===== src/rtl/pack_sync_pkg.sv =====
// Shared types and helpers for the preamble synchroniser / frame delimiter.
package pack_sync_pkg;

  typedef enum logic {
    SEARCH  = 1'b0,
    PAYLOAD = 1'b1
  } state_t;

  localparam int MAX_PREA_LEN = 256;
  localparam logic [MAX_PREA_LEN-1:0] DEF_PREAMBLE = '0;

  function automatic int acc_w(input int prea_len);
    return $clog2(prea_len) + 2;
  endfunction

  // v holds a w-bit two's-complement value, zero-extended; the most negative code maps to the most positive.
  function automatic logic [31:0] soft_neg_sat(input logic [31:0] v, input int w);
    logic [31:0] mask;
    logic [31:0] min_v;
    mask  = (32'(1) << w) - 32'(1);
    min_v = 32'(1) << (w - 1);
    if ((v & mask) == min_v) return min_v - 32'(1);
    return (~v + 32'(1)) & mask;
  endfunction

endpackage


===== src/rtl/pack_corr.sv =====
// Hard-bit shift register, warm-up counter and popcount correlator.
// corr/full are combinational on the current symbol; state advances only on ival.
module pack_corr
  import pack_sync_pkg::*;
#(
  parameter int                  PREA_LEN = 128,
  parameter logic [PREA_LEN-1:0] PREAMBLE = '0,
  parameter int                  ACC_W    = acc_w(PREA_LEN)
) (
  input  logic                    iclk,
  input  logic                    irst,
  input  logic                    hbit,
  input  logic                    ival,
  output logic signed [ACC_W-1:0] corr,
  output logic                    full
);

  localparam int FILL_W = $clog2(PREA_LEN + 1);

  logic [PREA_LEN-1:0] sr;
  logic [PREA_LEN-1:0] win;
  logic [FILL_W-1:0]   fill;
  logic [ACC_W-1:0]    pc;

  assign win  = {sr[PREA_LEN-2:0], hbit};
  // Full means the incoming symbol completes a window of real symbols.
  assign full = (fill >= FILL_W'(PREA_LEN - 1));

  always_comb begin
    pc = '0;
    for (int i = 0; i < PREA_LEN; i++) begin
      pc = pc + ACC_W'(win[i] ~^ PREAMBLE[i]);
    end
    corr = {pc[ACC_W-2:0], 1'b0} - ACC_W'(PREA_LEN);
  end

  always_ff @(posedge iclk) begin
    if (irst) begin
      sr   <= '0;
      fill <= '0;
    end else if (ival) begin
      sr <= win;
      if (fill != FILL_W'(PREA_LEN)) fill <= fill + FILL_W'(1);
    end
  end

endmodule


===== src/rtl/pack_sync.sv =====
// Preamble synchroniser + fixed-length frame gate; 1-cycle ival->oval latency, no backpressure.
// Optional PACK_SYNC_PHASE_INV_EN: also lock on inverted preamble and negate that frame's payload.
module pack_sync
  import pack_sync_pkg::*;
#(
  parameter int                  PREA_LEN = 128,
  parameter int                  DAT_W    = 5,
  parameter int                  THRESH   = 80,
  parameter int                  PAY_LEN  = 1024,
  parameter logic [PREA_LEN-1:0] PREAMBLE = DEF_PREAMBLE[PREA_LEN-1:0],
  parameter int                  CNT_W    = 16,
  localparam int                 ACC_W    = acc_w(PREA_LEN)
) (
  input  logic                    iclk,
  input  logic                    irst,
  input  logic [DAT_W-1:0]        idat,
  input  logic                    ival,
  output logic [DAT_W-1:0]        odat,
  output logic                    oval,
  output logic                    osop,
  output logic                    oeop,
  output logic                    olock,
  output logic signed [ACC_W-1:0] ocorr,
  output logic [CNT_W-1:0]        ofrm_cnt
);

  localparam int PC_W = (PAY_LEN > 1) ? $clog2(PAY_LEN) : 1;
  localparam logic signed [ACC_W-1:0] THR_P = ACC_W'(THRESH);

  state_t                  state, state_d;
  logic [PC_W-1:0]         pay_cnt, pay_cnt_d;
  logic [CNT_W-1:0]        frm_cnt_d;
  logic                    oval_d, osop_d, oeop_d;
  logic [DAT_W-1:0]        odat_d;
  logic [DAT_W-1:0]        pay_dat;
  logic signed [ACC_W-1:0] corr;
  logic                    full;
  logic                    hit_pos;
  logic                    hit;

  pack_corr #(
    .PREA_LEN (PREA_LEN),
    .PREAMBLE (PREAMBLE),
    .ACC_W    (ACC_W)
  ) u_corr (
    .iclk (iclk),
    .irst (irst),
    .hbit (~idat[DAT_W-1]),
    .ival (ival),
    .corr (corr),
    .full (full)
  );

  assign hit_pos = (corr >= THR_P);

`ifdef PACK_SYNC_PHASE_INV_EN
  localparam logic signed [ACC_W-1:0] THR_N = -THR_P;
  logic inv, inv_d;
  assign hit     = hit_pos || (corr <= THR_N);
  assign pay_dat = inv ? DAT_W'(soft_neg_sat(32'(idat), DAT_W)) : idat;
`else
  assign hit     = hit_pos;
  assign pay_dat = idat;
`endif

  always_comb begin
    state_d   = state;
    pay_cnt_d = pay_cnt;
    frm_cnt_d = ofrm_cnt;
    oval_d    = 1'b0;
    osop_d    = 1'b0;
    oeop_d    = 1'b0;
    odat_d    = odat;
`ifdef PACK_SYNC_PHASE_INV_EN
    inv_d     = inv;
`endif
    case (state)
      SEARCH: begin
        if (ival && full && hit) begin
          state_d   = PAYLOAD;
          pay_cnt_d = '0;
          frm_cnt_d = ofrm_cnt + CNT_W'(1);
`ifdef PACK_SYNC_PHASE_INV_EN
          inv_d     = ~hit_pos;
`endif
        end
      end
      PAYLOAD: begin
        // Correlation is ignored here; the window keeps sliding so search resumes without refill.
        if (ival) begin
          oval_d = 1'b1;
          osop_d = (pay_cnt == '0);
          oeop_d = (pay_cnt == PC_W'(PAY_LEN - 1));
          odat_d = pay_dat;
          if (oeop_d) begin
            state_d = SEARCH;
`ifdef PACK_SYNC_PHASE_INV_EN
            inv_d   = 1'b0;
`endif
          end else begin
            pay_cnt_d = pay_cnt + PC_W'(1);
          end
        end
      end
      default: state_d = SEARCH;
    endcase
  end

  always_ff @(posedge iclk) begin
    if (irst) begin
      state    <= SEARCH;
      pay_cnt  <= '0;
      ofrm_cnt <= '0;
      odat     <= '0;
      oval     <= 1'b0;
      osop     <= 1'b0;
      oeop     <= 1'b0;
      ocorr    <= '0;
`ifdef PACK_SYNC_PHASE_INV_EN
      inv      <= 1'b0;
`endif
    end else begin
      state    <= state_d;
      pay_cnt  <= pay_cnt_d;
      ofrm_cnt <= frm_cnt_d;
      odat     <= odat_d;
      oval     <= oval_d;
      osop     <= osop_d;
      oeop     <= oeop_d;
      if (ival) ocorr <= corr;
`ifdef PACK_SYNC_PHASE_INV_EN
      inv      <= inv_d;
`endif
    end
  end

  assign olock = (state == PAYLOAD);

endmodule

===== config.mk =====
export PLATFORM = sky130hd
export DESIGN_NAME = pack_sync
export DESIGN_NICKNAME = d
export VERILOG_FILES = /design/src/rtl/pack_sync_pkg.sv /design/src/rtl/pack_corr.sv /design/src/rtl/pack_sync.sv
export SDC_FILE = /design/constraint.sdc
export NUM_CORES = 1
export LEC_CHECK = 0
export BUFFER_PORTS_ARGS = -buffer_cell sky130_fd_sc_hd__buf_4
export CAP_MARGIN = 20
export CELL_PAD_IN_SITES_DETAIL_PLACEMENT = 0
export CELL_PAD_IN_SITES_GLOBAL_PLACEMENT = 1
export CORE_MARGIN = 3
export CORE_UTILIZATION = 45
export CTS_BUF_LIST = sky130_fd_sc_hd__clkbuf_2 sky130_fd_sc_hd__clkbuf_4 sky130_fd_sc_hd__clkbuf_8
export CTS_CLUSTER_SIZE = 25
export DETAILED_ROUTE_END_ITERATION = 8
export HOLD_SLACK_MARGIN = 0.06
export PLACE_DENSITY = 0.73
export SYNTH_ARGS = -nofsm -noshare
export SYNTH_HDL_FRONTEND = slang
export SYNTH_SLANG_ARGS = --single-unit

===== constraint.sdc =====
create_clock -name iclk -period 14.5 [get_ports iclk]
set_clock_uncertainty 0.2 [all_clocks]
set_input_delay 0.725 -clock iclk [delete_from_list [all_inputs] [get_ports iclk]]
set_output_delay 0.725 -clock iclk [all_outputs]
set_load 0.02 [all_outputs]

==> results by group, run 1 <==
Run
  • Maxcap violations: 0

Power
  • Peak VDD IR: 53.0 uV
  • Seq pwr share: 51.9%
  • Clk pwr share: 35.4%
  • Internal power: 0.682 mW
  • Leak: 4.67 nW
  • Comb pwr share: 12.8%
  • Power per cell area: 84.9 nW/um^2
  • Switch Pwr: 0.276 mW
  • Sw Share: 28.8%
  • Pwr Total: 0.957 mW

Worst setup path
  • Reg2Reg Setup Slack: 5.58 ns
  • R2R cell count: 27
  • Slowest library cell on the worst path: o21a_1
  • CP Capture Type: register
  • Top cell family by delay on the critical path: adder cells
  • CP Data Required Time: 14.68 ns
  • Critical path depth: 27
  • Startpoint types: register
  • Most numerous cell on the critical path: fa_1
  • CP max FO: 26
  • CP peak stage delay: 0.70 ns
  • Data arrival, critical path: 9.10 ns
  • Buffers & Inverters on Critical Path: 7
  • Critical path class: register to register

Cells and area
  • Fin util: 50.7%
  • FILL cells: 2,109
  • Reg area: 3560 um^2
  • Commonest non-fill, non-tap cell in the layout: inv_1
  • Ratio of cells with drive above 1 in the final layout: 8.71%
  • Ant. Diodes: 0
  • Area of the multi-input gates: 5920 um^2
  • Nets@finish: 1,220
  • Area grow syn2layout: 8.46%
  • Most frequent cells in the layout: inv_1 (193), dfxtp_1 (178), nor2_1 (158)
  • Final non-filler cell total: 1,359

Clock network
  • Clock Pin Slew Worst Setup and Hold Paths: 0.10 ns
  • Clk Tree Root Cell: clkbuf_8
  • H-tree depth: 4
  • Max clock buf depth: 2
  • Worst-Skew Late Latency: 0.46 ns
  • Hold buffers post-CTS: 0
  • Clock sinks: 178
  • Post_cts resized: 0
  • Postcts setup bufs: 0
  • CTS tree: built
  • Cts bufs inserted: 17

Drt
  • DRT Pass-1 Iters: 4
  • Routed wire per std cell: 14.8 um
  • Total number of vias: 6,704
  • DRT antenna net count: 0
  • Via density: 4.93
  • First DRT Iteration DRCs: 347
  • WL final: 20.1 mm
  • # DRC: 0

Synthesis
  • Cells after synthesis: 1,050
  • Net Count, Synth: 1,204
  • EDFF count, synth: 0
  • Main area contributors after synthesis: dfxtp_1 (34%), fa_1 (22%), mux2i_1 (13%)
  • Avg Inst Size Synth: 9.90 um^2
  • Async set-reset flop share out of synthesis: 0%
  • Post-synthesis sequential area ratio: 34.3%
  • Top-area cell type share of the netlist area: 34.3%
  • Yosys cell types: 60
  • Synth Register Bits: 178
  • Main flop type after synthesis: dfxtp_1
  • Synth area leader: dfxtp_1
  • Yosys warnings: 0
  • Mapped Area: 10,400 um^2

Global routing
  • Initial antenna violation count: 0
  • Number of global-route vias before repair: 6,615
  • Grt ovf: 0
  • Pin count of the biggest net entering global routing: 107
  • First-pass GRT wire length: 33.9 mm
  • Total GRT Usage: 17.1%

Floorplan
  • Core box area: 22,200 um^2
  • Site Rows: 54
  • IO Count: 42
  • Die area: 25,000 um^2
  • Starting Density: 46.8%
  • Die H: 158 um
  • Die X: 158 um

Placed design
  • Post-placement cell count: 1,327
  • RePlAce Congestion: 0.842
  • IO Port Bufs: 40
  • DP HPWL: 14.7 mm
  • Post-place setup slack: 5.52 ns

Outcome
  • Status: completed

STA
  • RSZ-0062 raised after global routing: false
  • FMAX: 112 MHz
  • Final worst slack: 5.58 ns
  • Rel. slew slack: 39.9%
  • Final slew viol count: 0
  • Fin crit share: 61.5%
  • Final hold viol count: 0
  • Slew @ Worst Pin: 0.901 ns
  • Setup TNS: 0 ns
  • Number of setup violations in the final report: 0
  • Minimum clock period: 8.92 ns

Worst hold path
  • Hold Path Stages: 2
  • Min-Delay Path Class: register to register
[Yosys cell counts, types with 2 or more instances]
cell,instances
a211oi_1,7
a21o_1,3
a21oi_1,23
a311oi_1,4
a31o_2,2
a31oi_1,3
and3_1,7
and4_1,2
buf_1,23
buf_2,3
clkbuf_1,19
dfxtp_1,178
fa_1,115
ha_1,31
inv_1,193
mux2_1,3
mux2_2,3
mux2i_1,132
nand2_1,26
nand3_1,16
nand4_1,11
nor2_1,158
nor2b_1,6
nor3_1,4
nor4_1,3
nor4b_1,3
o211ai_1,2
o21a_1,3
o21ai_0,8
o21bai_1,2
o2bb2ai_1,2
o311ai_0,2
o31ai_1,7
o41ai_1,3
or2_2,4
or3_1,4
or4_1,6
xnor2_1,4
xor2_1,4
[power by group through the flow]
stage	Clock (mW)	Combinational (mW)	Sequential [mW]
6_report	0.339	0.122	0.496
5_1_grt	0.372	0.136	0.497
4_1_cts	0.352	0.123	0.497
3_5_place_dp	0	0.122	0.508
3_3_place_gp	0	0.123	0.508
2_1_floorplan	0	0.0939	0.512
[cell type report]
class	instances	share of cell area (%)
Clock buffer	19	2.26
Clock inverter	13	1.11
Inverter	193	6.43
Multi-Input combinational cell	632	52.5
Sequential cell	178	31.6
Tap cell	280	3.11
Timing Repair Buffer	44	3.02
[logic make-up (layout without fill, tap and decap cells)]
kind of cell             after synthesis  after routing  share of synthesized area [%]
other                                  1              1                         0.0361
XOR/XNOR                               8              8                          0.674
multiplexers                         138            138                           13.4
AND/OR/NAND/NOR                      257            257                           11.2
flip-flops                           178            178                           34.3
AO/OA/AOI/OAI                         82             82                           5.77
buffers and inverters                240            269                           8.81
adder cells (fa/ha/maj)              146            146                           25.9
[state kept, by name, summed over array words and instances, names as in the netlist]
| register | count |
|---|---|
| oeop | 1 |
| u_corr.sr | 127 |
| ocorr | 8 |
| ofrm_cnt | 16 |
| u_corr.fill | 8 |
| oval | 1 |
| olock | 1 |
| odat | 5 |
| osop | 1 |
| pay_cnt | 10 |
[routing by layer]
metal	wire [um]	up-vias	track usage [%]
met4	193	0	3.93
met2	9070	61	26.3
met1	10300	3252	25.4
met5	0	-	0
met3	472	14	3.03
li1	-	3377	-
[path summary, 6_finish.rpt]
check / endpoint / start
max reg2reg: pay_cnt[6]$_SDFFE_PP0P_ / u_corr.sr[89]$_SDFFE_PP0P_
max: pay_cnt[6]$_SDFFE_PP0P_ / u_corr.sr[89]$_SDFFE_PP0P_
min: odat[4]$_SDFFE_PP0P_ / odat[4]$_SDFFE_PP0P_
min reg2reg: odat[4]$_SDFFE_PP0P_ / odat[4]$_SDFFE_PP0P_
[worst min-delay path: cells and delay by family, from the launching register on]
family | cells | cell delay, ns
and+or+nand+nor | 1 | 0.05
AOI/OAI and AO/OA | 1 | 0.05
DFF | 1 | 0.32
[through the flow]
stage                     cell area, um^2  hold WS [ns]
after CTS                           11300         0.252
after detailed placement            10900         0.250
after global routing                11300         0.247
after floorplan                     10400         0.260
after global placement              10900         0.243
final                               11300         0.261
Note: power is estimated with default switching activity, not from simulation.
==> inputs of run 2 (changes only) <==
--- a/config.mk
+++ b/config.mk
@@ -15,7 +15,7 @@
 export CTS_CLUSTER_SIZE = 25
 export DETAILED_ROUTE_END_ITERATION = 8
 export HOLD_SLACK_MARGIN = 0.06
-export PLACE_DENSITY = 0.73
+export PLACE_DENSITY = 0.76
 export SYNTH_ARGS = -nofsm -noshare
 export SYNTH_HDL_FRONTEND = slang
 export SYNTH_SLANG_ARGS = --single-unit
==> constraint.sdc (replaced) <==
create_clock -name iclk -period 7.59 [get_ports iclk]
set_clock_uncertainty 0.2 [all_clocks]
set_input_delay 0.3795 -clock iclk [delete_from_list [all_inputs] [get_ports iclk]]
set_output_delay 0.3795 -clock iclk [all_outputs]
set_load 0.02 [all_outputs]
==> results by group, run 2 (synthesized netlist as in run 1, its figures left out) <==
Worst hold path
  • Hold Path End: odat[0]$_SDFFE_PP0P_ (was odat[4]$_SDFFE_PP0P_)
  • Min-Delay Path Class: register to register (unchanged)
  • Worst Hold Launch: odat[0]$_SDFFE_PP0P_ (was odat[4]$_SDFFE_PP0P_)
  • Hold Path Stages: 2 (unchanged)

Global routing
  • Pin count of the biggest net entering global routing: 112 (was 107)
  • Initial antenna violation count: 0 (unchanged)
  • Number of global-route vias before repair: 7,445 (was 6,615)
  • Grt ovf: 0 (unchanged)
  • Total GRT Usage: 18.5% (was 17.1%)
  • First-pass GRT wire length: 37.0 mm (was 33.9 mm)

Worst setup path
  • Critical path class: register to register (unchanged)
  • CP max FO: 7 (was 26)
  • R2R Path End: ofrm_cnt[4]$_SDFFE_PP0P_ (was pay_cnt[6]$_SDFFE_PP0P_)
  • Data arrival, critical path: 8.59 ns (was 9.10 ns)
  • CP Data Required Time: 7.76 ns (was 14.68 ns)
  • Most numerous cell on the critical path: fa_1 (unchanged)
  • RR Startpoint: u_corr.sr[93]$_SDFFE_PP0P_ (was u_corr.sr[89]$_SDFFE_PP0P_)
  • CP peak stage delay: 0.55 ns (was 0.70 ns)
  • Slowest library cell on the worst path: fa_1 (was o21a_1)
  • Startpoint types: register (unchanged)
  • CP Capture Type: register (unchanged)
  • R2R cell count: 30 (was 27)
  • Reg2Reg Setup Slack: -0.83 ns (was 5.58 ns)

Run
  • Maxcap violations: 0 (unchanged)

Drt
  • Top sig layer: met4 (unchanged)
  • M1 wire length: 10.5 mm (was 10.3 mm)
  • Routed wire per std cell: 14.5 um (was 14.8 um)
  • # DRC: 0 (unchanged)
  • DRT Pass-1 Iters: 4 (unchanged)
  • DRT antenna net count: 0 (unchanged)
  • Via density: 4.87 (was 4.93)
  • Total number of vias: 7,214 (was 6,704)
  • Met2 routed WL: 10.3 mm (was 9.07 mm)
  • WL final: 21.5 mm (was 20.1 mm)
  • First DRT Iteration DRCs: 351 (was 347)
  • Met3 wire length: 529 um (was 472 um)

Cells and area
  • Area grow syn2layout: 20.4% (was 8.46%)
  • Largest reg by FF count: u_corr.sr (unchanged)
  • Fin util: 56.3% (was 50.7%)
  • Commonest non-fill, non-tap cell in the layout: inv_1 (unchanged)
  • Final non-filler cell total: 1,480 (was 1,359)
  • FILL cells: 2,008 (was 2,109)
  • Ant. Diodes: 0 (unchanged)
  • Nets@finish: 1,342 (was 1,220)
  • Max reg flops: 127 (unchanged)
  • Ratio of cells with drive above 1 in the final layout: 21.5% (was 8.71%)
  • Most frequent cells in the layout: inv_1 (186), dfxtp_1 (175), nor2_1 (156) (was inv_1 (193), dfxtp_1 (178), nor2_1 (158))
  • Biggest regs: u_corr.sr x127, ofrm_cnt x16, pay_cnt x10 (unchanged)
  • Post-route cell area: 12,500 um^2 (was 11,300 um^2)

Placed design
  • RePlAce Congestion: 0.807 (was 0.842)
  • DP HPWL: 15.4 mm (was 14.7 mm)
  • Post-place setup slack: -0.854 ns (was 5.52 ns)
  • Post-placement cell count: 1,433 (was 1,327)
  • IO Port Bufs: 40 (unchanged)
  • Placed inst area: 11,800 um^2 (was 10,900 um^2)

Power
  • Peak VDD IR: 139 uV (was 53.0 uV)
  • Power per cell area: 162 nW/um^2 (was 84.9 nW/um^2)
  • Pwr Total: 2.02 mW (was 0.957 mW)
  • Leak: 5.37 nW (was 4.67 nW)

Floorplan
  • Die area: 25,000 um^2 (unchanged)
  • IO Count: 42 (unchanged)
  • Die H: 158 um (unchanged)
  • Core box area: 22,200 um^2 (unchanged)
  • Die X: 158 um (unchanged)
  • Site Rows: 54 (unchanged)
  • Starting Density: 46.8% (unchanged)

STA
  • Number of setup violations in the final report: 28 (was 0)
  • Final worst slack: -0.829 ns (was 5.58 ns)
  • FMAX: 119 MHz (was 112 MHz)
  • Final slew viol count: 0 (unchanged)
  • Fin crit share: 111% (was 61.5%)
  • Rel. slew slack: 41.6% (was 39.9%)
  • Final hold viol count: 0 (unchanged)
  • RSZ-0062 raised after global routing: true (was false)
  • Slew @ Worst Pin: 0.876 ns (was 0.901 ns)
  • Minimum clock period: 8.42 ns (was 8.92 ns)

Clock network
  • CTS tree: built (unchanged)
  • Clock Pin Slew Worst Setup and Hold Paths: 0.09 ns (was 0.10 ns)
  • H-tree depth: 4 (unchanged)
  • Cts bufs inserted: 17 (unchanged)
  • Worst-Skew Late Latency: 0.47 ns (was 0.46 ns)
  • Max clock buf depth: 2 (unchanged)
  • Clk Tree Root Cell: clkbuf_8 (unchanged)
  • Clock sinks: 178 (unchanged)

Outcome
  • Failing checks: setup timing
  • Status: finished with violations (was completed)
==> run 2: power breakdown <==
part           switching (mW)  internal, mW  leakage, nW
combinational           0.229         0.206         3.74
clock                   0.351         0.290        0.191
sequential            0.00647         0.942         1.44
==> run 2: metal layers <==
metal / global-route usage, % / vias up
li1: - / 3622
met1: 25.8 / 3523
met2: 30.1 / 58
met3: 4.07 / 11
met4: 3.73 / 0
met5: 0 / -
==> run 2: worst max-delay path by stage <==
stage | from | to | slack (ns) | cells after the start
3_3_place_gp | u_corr.sr[89]$_SDFFE_PP0P_ | pay_cnt[6]$_SDFFE_PP0P_ | -0.74 | 29
4_1_cts | u_corr.sr[93]$_SDFFE_PP0P_ | ofrm_cnt[4]$_SDFFE_PP0P_ | -0.84 | 29
6_report | u_corr.sr[93]$_SDFFE_PP0P_ | ofrm_cnt[4]$_SDFFE_PP0P_ | -0.83 | 30
5_1_grt | u_corr.sr[93]$_SDFFE_PP0P_ | ofrm_cnt[4]$_SDFFE_PP0P_ | -1.09 | 29
2_1_floorplan | u_corr.sr[89]$_SDFFE_PP0P_ | ofrm_cnt[2]$_SDFFE_PP0P_ | -0.57 | 28
3_5_place_dp | u_corr.sr[89]$_SDFFE_PP0P_ | pay_cnt[7]$_SDFFE_PP0P_ | -0.85 | 29
==> run 2: timing repair <==
action                     in CTS  in global routing
pin swaps                       9                 15
gates resized for setup        18                 38
setup endpoints to repair      28                 31
hold endpoints to repair        6                  0
buffers inserted               14                  4
hold buffers                    5                  0
cloned                          3                  0
==> run 2: worst max-delay path, delay by kind of cell, from the launching register on <==
| family | cells | cell delay, ns |
|---|---|---|
| mux | 1 | 0.30 |
| buf+inv | 8 | 0.37 |
| simple gates | 4 | 0.57 |
| fa+ha+maj | 13 | 5.79 |
| compound gates | 3 | 0.58 |
| xor+xnor | 1 | 0.16 |
| flops | 1 | 0.34 |
==> run 2: layout make-up <==
type / count / area (um^2) / area share [%]
Inverter: 193 / 729 / 5.83
Multi-Input combinational cell: 635 / 6220 / 49.7
Tap cell: 280 / 350 / 2.80
Sequential cell: 178 / 3570 / 28.5
Timing Repair Buffer: 163 / 1270 / 10.2
Clock buffer: 22 / 290 / 2.32
Clock inverter: 9 / 82.6 / 0.660
==> run 2: metrics by stage <==
step / hold slack (ns) / TNS [ns]
final: 0.260 / -21.08
after CTS: 0.229 / -22.32
after floorplan: 0.260 / -13.10
after detailed placement: 0.249 / -21.78
after global placement: 0.244 / -18.58
after global routing: 0.276 / -28.61
